--- config.mk ---
export PLATFORM = sky130hd
export DESIGN_NAME = mnist_dense_engine
export DESIGN_NICKNAME = d
export VERILOG_FILES = /design/src/rtl/mnist_pkg.sv /design/src/rtl/mnist_mac_lane.sv /design/src/rtl/mnist_dense_engine.sv
export SDC_FILE = /design/constraint.sdc
export NUM_CORES = 2
export LEC_CHECK = 0
export BUFFER_PORTS_ARGS = -buffer_cell sky130_fd_sc_hd__buf_2
export CAP_MARGIN = 20
export CELL_PAD_IN_SITES_DETAIL_PLACEMENT = 0
export CELL_PAD_IN_SITES_GLOBAL_PLACEMENT = 1
export CORE_UTILIZATION = 43
export DETAILED_ROUTE_END_ITERATION = 8
export MAX_ROUTING_LAYER = met4
export PLACE_DENSITY_LB_ADDON = 0.1
export SETUP_SLACK_MARGIN = 0.4
export SKIP_CTS_REPAIR_TIMING = 1
export SLEW_MARGIN = 20
export SYNTH_ARGS = -nofsm -noshare
export SYNTH_HDL_FRONTEND = slang
export SYNTH_SLANG_ARGS = --single-unit
--- constraint.sdc ---
create_clock -name clk -period 5.3 [get_ports clk]
set_input_delay 0.265 -clock clk [delete_from_list [all_inputs] [get_ports clk]]
set_output_delay 0.265 -clock clk [all_outputs]
set_load 0.01 [all_outputs]
--- src/rtl/mnist_pkg.sv ---
// Shared types and helpers for the dense-layer engine: FSM states, default widths, saturating add.
package mnist_pkg;

    localparam int N_IN_DEF   = 784;
    localparam int N_OUT_DEF  = 10;
    localparam int DATA_W_DEF = 8;
    localparam int WGT_W_DEF  = 8;
    localparam int ACC_W_DEF  = 32;
    localparam int ADDR_W_DEF = 10;

    typedef enum logic [1:0] {
        IDLE   = 2'd0,
        RUN    = 2'd1,
        ARGMAX = 2'd2,
        DONE   = 2'd3
    } state_t;

    // Operands arrive sign-extended to 64 bits; the sum is clamped to a w-bit signed range.
    function automatic logic signed [63:0] sat_add(input logic signed [63:0] a,
                                                   input logic signed [63:0] b,
                                                   input int                 w);
        logic signed [63:0] s;
        logic signed [63:0] hi;
        logic signed [63:0] lo;
        s  = a + b;
        hi = (64'sd1 <<< (w - 1)) - 64'sd1;
        lo = -(64'sd1 <<< (w - 1));
        if (s > hi)
            return hi;
        else if (s < lo)
            return lo;
        return s;
    endfunction

endpackage

--- src/rtl/mnist_mac_lane.sv ---
// One class lane: bias preload, unsigned-pixel x signed-weight MAC with saturation, ReLU on the score.
// score_o is combinational from the next accumulator value so the final pixel is included at capture.
module mnist_mac_lane
    import mnist_pkg::*;
#(
    parameter int DATA_W = DATA_W_DEF,
    parameter int WGT_W  = WGT_W_DEF,
    parameter int ACC_W  = ACC_W_DEF
) (
    input  logic              clk,
    input  logic              reset,
    input  logic              load_i,
    input  logic              en_i,
    input  logic              relu_en_i,
    input  logic [ACC_W-1:0]  bias_i,
    input  logic [DATA_W-1:0] pix_i,
    input  logic [WGT_W-1:0]  wgt_i,
    output logic [ACC_W-1:0]  score_o
);

    localparam int PW = DATA_W + WGT_W + 1;

    logic signed [ACC_W-1:0] acc_q, acc_d;
    logic                    relu_q, relu_d;
    logic signed [PW-1:0]    pix_x, wgt_x, prod;
    logic signed [63:0]      sum;

    always_comb begin
        pix_x  = {{(PW - DATA_W){1'b0}}, pix_i};
        wgt_x  = {{(PW - WGT_W){wgt_i[WGT_W-1]}}, wgt_i};
        prod   = pix_x * wgt_x;
        sum    = sat_add({{(64 - ACC_W){acc_q[ACC_W-1]}}, acc_q},
                         {{(64 - PW){prod[PW-1]}}, prod}, ACC_W);
        acc_d  = acc_q;
        relu_d = relu_q;
        if (load_i) begin
            acc_d  = $signed(bias_i);
            relu_d = relu_en_i;
        end else if (en_i) begin
            acc_d = sum[ACC_W-1:0];
        end
        score_o = (relu_q && acc_d[ACC_W-1]) ? '0 : acc_d;
    end

    always_ff @(posedge clk or negedge reset) begin
        if (!reset) begin
            acc_q  <= '0;
            relu_q <= 1'b0;
        end else begin
            acc_q  <= acc_d;
            relu_q <= relu_d;
        end
    end

endmodule

--- src/rtl/mnist_dense_engine.sv ---
// Dense-layer engine: streams N_IN pixels into N_OUT parallel MAC lanes, then scans for the argmax.
// Start accept to done pulse is N_IN + N_OUT + 1 cycles; start is ignored outside IDLE.
module mnist_dense_engine
    import mnist_pkg::*;
#(
    parameter int N_IN   = N_IN_DEF,
    parameter int N_OUT  = N_OUT_DEF,
    parameter int DATA_W = DATA_W_DEF,
    parameter int WGT_W  = WGT_W_DEF,
    parameter int ACC_W  = ACC_W_DEF,
    parameter int ADDR_W = ADDR_W_DEF,
    localparam int IDX_W = $clog2(N_OUT)
) (
    input  logic                   clk,
    input  logic                   reset,
    input  logic                   start,
    input  logic                   relu_en,
    output logic [ADDR_W-1:0]      counter1,
    input  logic [DATA_W-1:0]      image,
    output logic [ADDR_W-1:0]      w_addr,
    input  logic [N_OUT*WGT_W-1:0] w_data,
    input  logic [N_OUT*ACC_W-1:0] bias,
    output logic                   busy,
    output logic                   done,
    output logic [N_OUT*ACC_W-1:0] result,
    output logic [IDX_W-1:0]       class_idx
);

    localparam logic [ADDR_W-1:0] CNT_LAST = ADDR_W'(N_IN - 1);
    localparam logic [IDX_W-1:0]  IDX_LAST = IDX_W'(N_OUT - 1);

    state_t                   state_q, state_d;
    logic [ADDR_W-1:0]        cnt_q, cnt_d;
    logic                     busy_q, busy_d;
    logic                     done_q, done_d;
    logic [N_OUT*ACC_W-1:0]   result_q, result_d;
    logic [IDX_W-1:0]         scan_q, scan_d;
    logic [IDX_W-1:0]         best_q, best_d;
    logic signed [ACC_W-1:0]  max_q, max_d;
    logic [IDX_W-1:0]         cls_q, cls_d;
    logic                     lane_load, lane_run;
    logic signed [ACC_W-1:0]  cur;
    logic [N_OUT*ACC_W-1:0]   score_all;
    logic signed [ACC_W-1:0]  res_lane [N_OUT];

    for (genvar k = 0; k < N_OUT; k++) begin : g_lane
        mnist_mac_lane #(
            .DATA_W (DATA_W),
            .WGT_W  (WGT_W),
            .ACC_W  (ACC_W)
        ) u_lane (
            .clk       (clk),
            .reset     (reset),
            .load_i    (lane_load),
            .en_i      (lane_run),
            .relu_en_i (relu_en),
            .bias_i    (bias[k*ACC_W +: ACC_W]),
            .pix_i     (image),
            .wgt_i     (w_data[k*WGT_W +: WGT_W]),
            .score_o   (score_all[k*ACC_W +: ACC_W])
        );
        assign res_lane[k] = result_q[k*ACC_W +: ACC_W];
    end

    always_comb begin
        state_d   = state_q;
        cnt_d     = cnt_q;
        busy_d    = busy_q;
        done_d    = 1'b0;
        result_d  = result_q;
        scan_d    = scan_q;
        best_d    = best_q;
        max_d     = max_q;
        cls_d     = cls_q;
        lane_load = 1'b0;
        lane_run  = 1'b0;
        cur       = '0;
        case (state_q)
            IDLE: begin
                if (start) begin
                    state_d   = RUN;
                    cnt_d     = '0;
                    busy_d    = 1'b1;
                    lane_load = 1'b1;
                end
            end
            RUN: begin
                lane_run = 1'b1;
                if (cnt_q == CNT_LAST) begin
                    // Lane scores already include this final pixel.
                    cnt_d    = '0;
                    result_d = score_all;
                    scan_d   = '0;
                    state_d  = ARGMAX;
                end else begin
                    cnt_d = cnt_q + 1'b1;
                end
            end
            ARGMAX: begin
                cur = res_lane[scan_q];
                if (scan_q == '0 || cur > max_q) begin
                    max_d  = cur;
                    best_d = scan_q;
                end
                if (scan_q == IDX_LAST)
                    state_d = DONE;
                else
                    scan_d = scan_q + 1'b1;
            end
            default: begin
                cls_d   = best_q;
                done_d  = 1'b1;
                busy_d  = 1'b0;
                state_d = IDLE;
            end
        endcase
    end

    always_ff @(posedge clk or negedge reset) begin
        if (!reset) begin
            state_q  <= IDLE;
            cnt_q    <= '0;
            busy_q   <= 1'b0;
            done_q   <= 1'b0;
            result_q <= '0;
            scan_q   <= '0;
            best_q   <= '0;
            max_q    <= '0;
            cls_q    <= '0;
        end else begin
            state_q  <= state_d;
            cnt_q    <= cnt_d;
            busy_q   <= busy_d;
            done_q   <= done_d;
            result_q <= result_d;
            scan_q   <= scan_d;
            best_q   <= best_d;
            max_q    <= max_d;
            cls_q    <= cls_d;
        end
    end

    assign counter1  = cnt_q;
    assign w_addr    = cnt_q;
    assign busy      = busy_q;
    assign done      = done_q;
    assign result    = result_q;
    assign class_idx = cls_q;

endmodule

==> PnR_summary.wiki <==
{| class="wikitable"
! Metric !! Value
|-
| Clock Path Buffers || 3
|-
| Minimum clock period || 5.72 ns
|-
| Number of register bits inferred by synthesis || 699
|-
| Most crowded layer after global routing || met2
|-
| Setup TNS || -124.81 ns
|-
| Most used cells in the layout excluding fill and tap cells || ha_1 (1097), buf_4 (901), buf_2 (749)
|-
| Count of yosys warnings during synthesis || 0
|-
| Number of enable-type register cells in the synthesized netlist || 0
|-
| Source-to-sink clock delay at the later pin of the worst-skew pair || 0.75 ns
|-
| GR Util All Layers || 36.3%
|-
| Reg2Reg Setup Slack || -0.42 ns
|-
| NumNets Final || 11942
|-
| Area Overhead vs Synth || 29.7%
|-
| Hold Worst Slack || -0.0112 ns
|-
| Initial Utilization || 43.4%
|-
| Violated checks || hold timing, setup timing
|-
| Endpoint of the worst-slack reg-to-reg timing path || result[169]
|-
| DRC Markers || 0
|-
| # H-tree levels || 3
|-
| Number of setup violations in the final report || 615
|-
| FF+latch area || 17500 um2
|-
| Antenna violations before repair || 45
|-
| Congestion Overflow GR || 0
|-
| Overall die area || 178000 um2
|-
| R2R Path Start || g_lane[5].u_lane.acc_q[4]
|-
| GRT met3 Usage || 6.00%
|-
| Net count after synthesis || 10253
|-
| Hold_sp || bias[295]
|-
| Number of cells traversed by the worst hold path || 3
|-
| Remaining max-slew budget at the tightest pin || 26.2%
|-
| Post-route worst setup slack || -0.421 ns
|-
| First-pass GRT wire length || 466 mm
|-
| Number of cell instances on the worst register-to-register path || 24
|-
| Most common cell after layout, fill and taps aside || ha_1
|-
| Detailed placer's ending HPWL || 258 mm
|-
| Number of fill cells in the layout || 15985
|-
| Detailed-route wire length per cell || 26.6 um
|-
| Slew Limit Fails || 0
|-
| Standard cell core area || 174000 um2
|-
| Max_cap viols || 0
|-
| Multi-input gate area || 56100 um2
|-
| Mapped Avg Cell Area || 9.26 um2
|-
| Type of the worst setup path || register to register
|-
| Worst Clk Skew || 0.0463 ns
|-
| Library cells used by synthesis || 103
|-
| GR met2 Demand/Resource || 54.6%
|-
| Syn Std Cell Area || 75800 um2
|-
| Clock net sink count || 699
|-
| Layout cell share with drive strength beyond 1 || 26.0%
|-
| Hold/Removal Path Class || input port to register
|-
| Share of flip-flops with an asynchronous set or reset after synthesis || 100%
|-
| Unrepaired setup endpoints after global routing || true
|-
| Post-route ant nets || 0
|-
| Arrival time at the worst endpoint || 6.39 ns
|-
| Ratio of final minimum period to clock period || 108%
|-
| Met1 track demand over resource || 46.2%
|-
| Largest net degree at the start of global routing || 134
|-
| Total Wirelength || 326 mm
|-
| Most used flip-flop cell after synthesis || dfrtp_1
|-
| Hold Path End || g_lane[9].u_lane.acc_q[7]
|-
| CTS root buf || clkbuf_16
|-
| Data required, critical path || 5.97 ns
|-
| Status || finished, violations left
|-
| Routed vias/inst || 5.81
|-
| Maximum clock frequency || 0.175 GHz
|-
| TritonCTS clock tree || done
|-
| Gate count after technology mapping || 8179
|-
| Routed vias || 71398
|-
| Die X-Extent || 422 um
|-
| Crit path max fanout || 6
|-
| Height of the die || 422 um
|-
| Row count || 153
|-
| Transition time at the pin with the least slew margin || 1.11 ns
|-
| Count of endpoints failing hold in the final timing report || 1
|-
| Setup crit start kind || register
|-
| Number of clock buffers inserted by TritonCTS || 90
|-
| Clock transition at the register clock pins on the worst setup and hold paths after CTS || 0.06 ns
|-
| Iteration-0 DRC Markers || 5733
|-
| Number of iterations in the first detailed-routing pass || 6
|-
| Via count of the first global-routing pass || 69744
|-
| CP endpoint kind || register
|-
| Port Buf Inserts || 757
|-
| Portion of the post-synthesis area used by sequential elements || 23.1%
|-
| Count of boundary I/O pins || 758
|-
| GPL Wtd Cong || 1.01
|}
## state kept, by name, indices dropped and copies added, names as in the netlist
signal and count:
class_idx 4, scan_q 4, g_lane.u_lane.acc_q 320, counter1 10, best_q 4, result 320
state_q 2, busy 1, done 1, g_lane.u_lane.relu_q 1, max_q 32
## per-layer routing
| metal | share of wire (%) | vias to the layer above |
|---|---|---|
| met3 | 7.1 | 692 |
| met5 | 0 | - |
| li1 | - | 32250 |
| met2 | 45 | 2708 |
| met1 | 41 | 35748 |
| met4 | 7.0 | 0 |
## worst max-delay path, stage by stage, from the launching register on
cell and delay [ns]:
dfrtp_1 0.39, inv_2 0.07, fa_1 0.53, inv_1 0.05, fa_1 0.44, ha_1 0.30
inv_1 0.05, fa_1 0.47, inv_1 0.06, ha_4 0.22, ha_4 0.17, fa_2 0.37
a211oi_4 0.31, nor4_2 0.09, nor2_1 0.11, buf_4 0.14, a31oi_4 0.10, a41o_1 0.31
a21oi_4 0.22, xnor2_4 0.19, a21oi_4 0.16, buf_12 0.23, a211oi_4 0.38, buf_4 0.18
a22o_1 0.10
## cell families after synthesis
kind of cell | after synthesis | synth area share (%)
AOI/OAI and AO/OA | 2232 | 19.4
and+or+nand+nor | 1907 | 12.0
adders and majority gates | 1689 | 33.0
buffers and inverters | 1247 | 6.38
DFF | 699 | 23.1
xor gates and xnor gates | 246 | 2.88
muxes | 159 | 3.28
## per-stage QoR
step	util, %	area, um2	setup slack [ns]	hold WS [ns]	std cells
finish	56.3	98300	-0.421	-0.0112	12289
floorplan	-	77000	-0.478	-0.0306	8179
CTS	52.8	92100	-0.940	-0.434	11871
global placement	51.0	89000	-1.52	0.364	11708
global route	56.3	98200	-0.606	0.000398	12278
detailed placement	51.0	89000	-1.56	0.363	11708
## synthesized netlist by cell type (97+ instances only)
| cell type | n | area share (%) |
|---|---|---|
| ha_1 | 1140 | 19 |
| inv_1 | 788 | 3.9 |
| nand2_1 | 707 | 3.5 |
| dfrtp_1 | 699 | 23 |
| a21oi_1 | 587 | 3.9 |
| fa_1 | 522 | 14 |
| o21ai_0 | 519 | 3.4 |
| nor2_1 | 377 | 1.9 |
| clkbuf_1 | 360 | 1.8 |
| and2_1 | 316 | 2.6 |
| a22o_1 | 248 | 2.9 |
| a21o_1 | 150 | 1.5 |
| xnor2_1 | 133 | 1.5 |
| xor2_1 | 111 | 1.3 |
| nand3_1 | 97 | 0.64 |
## final cells by class
type / instances / share of cell area [%]
inverter: 789 / 3.02
tap: 2325 / 2.96
clock buffer: 116 / 2.53
timing repair buffer: 2052 / 15.8
antenna: 25 / 0.0637
sequential: 699 / 17.8
clock inverter: 47 / 0.663
multi-input combinational: 6236 / 57.1
## worst max-delay path by stage
| stage | startpoint | end | slack, ns |
|---|---|---|---|
| final | g_lane[5].u_lane.acc_q[4] | result[169] | -0.42 |
| after global routing | g_lane[1].u_lane.acc_q[6] | result[57] | -0.61 |
| after CTS | g_lane[5].u_lane.acc_q[4] | result[169] | -0.94 |
| after detailed placement | image[2] | result[169] | -1.56 |
| after global placement | image[2] | result[169] | -1.52 |
| after floorplan | image[7] | result[158] | -0.48 |
Power is left out: the tool's default activity adds up to more than one toggle a clock period on the data nets, which glitch-free logic cannot reach.
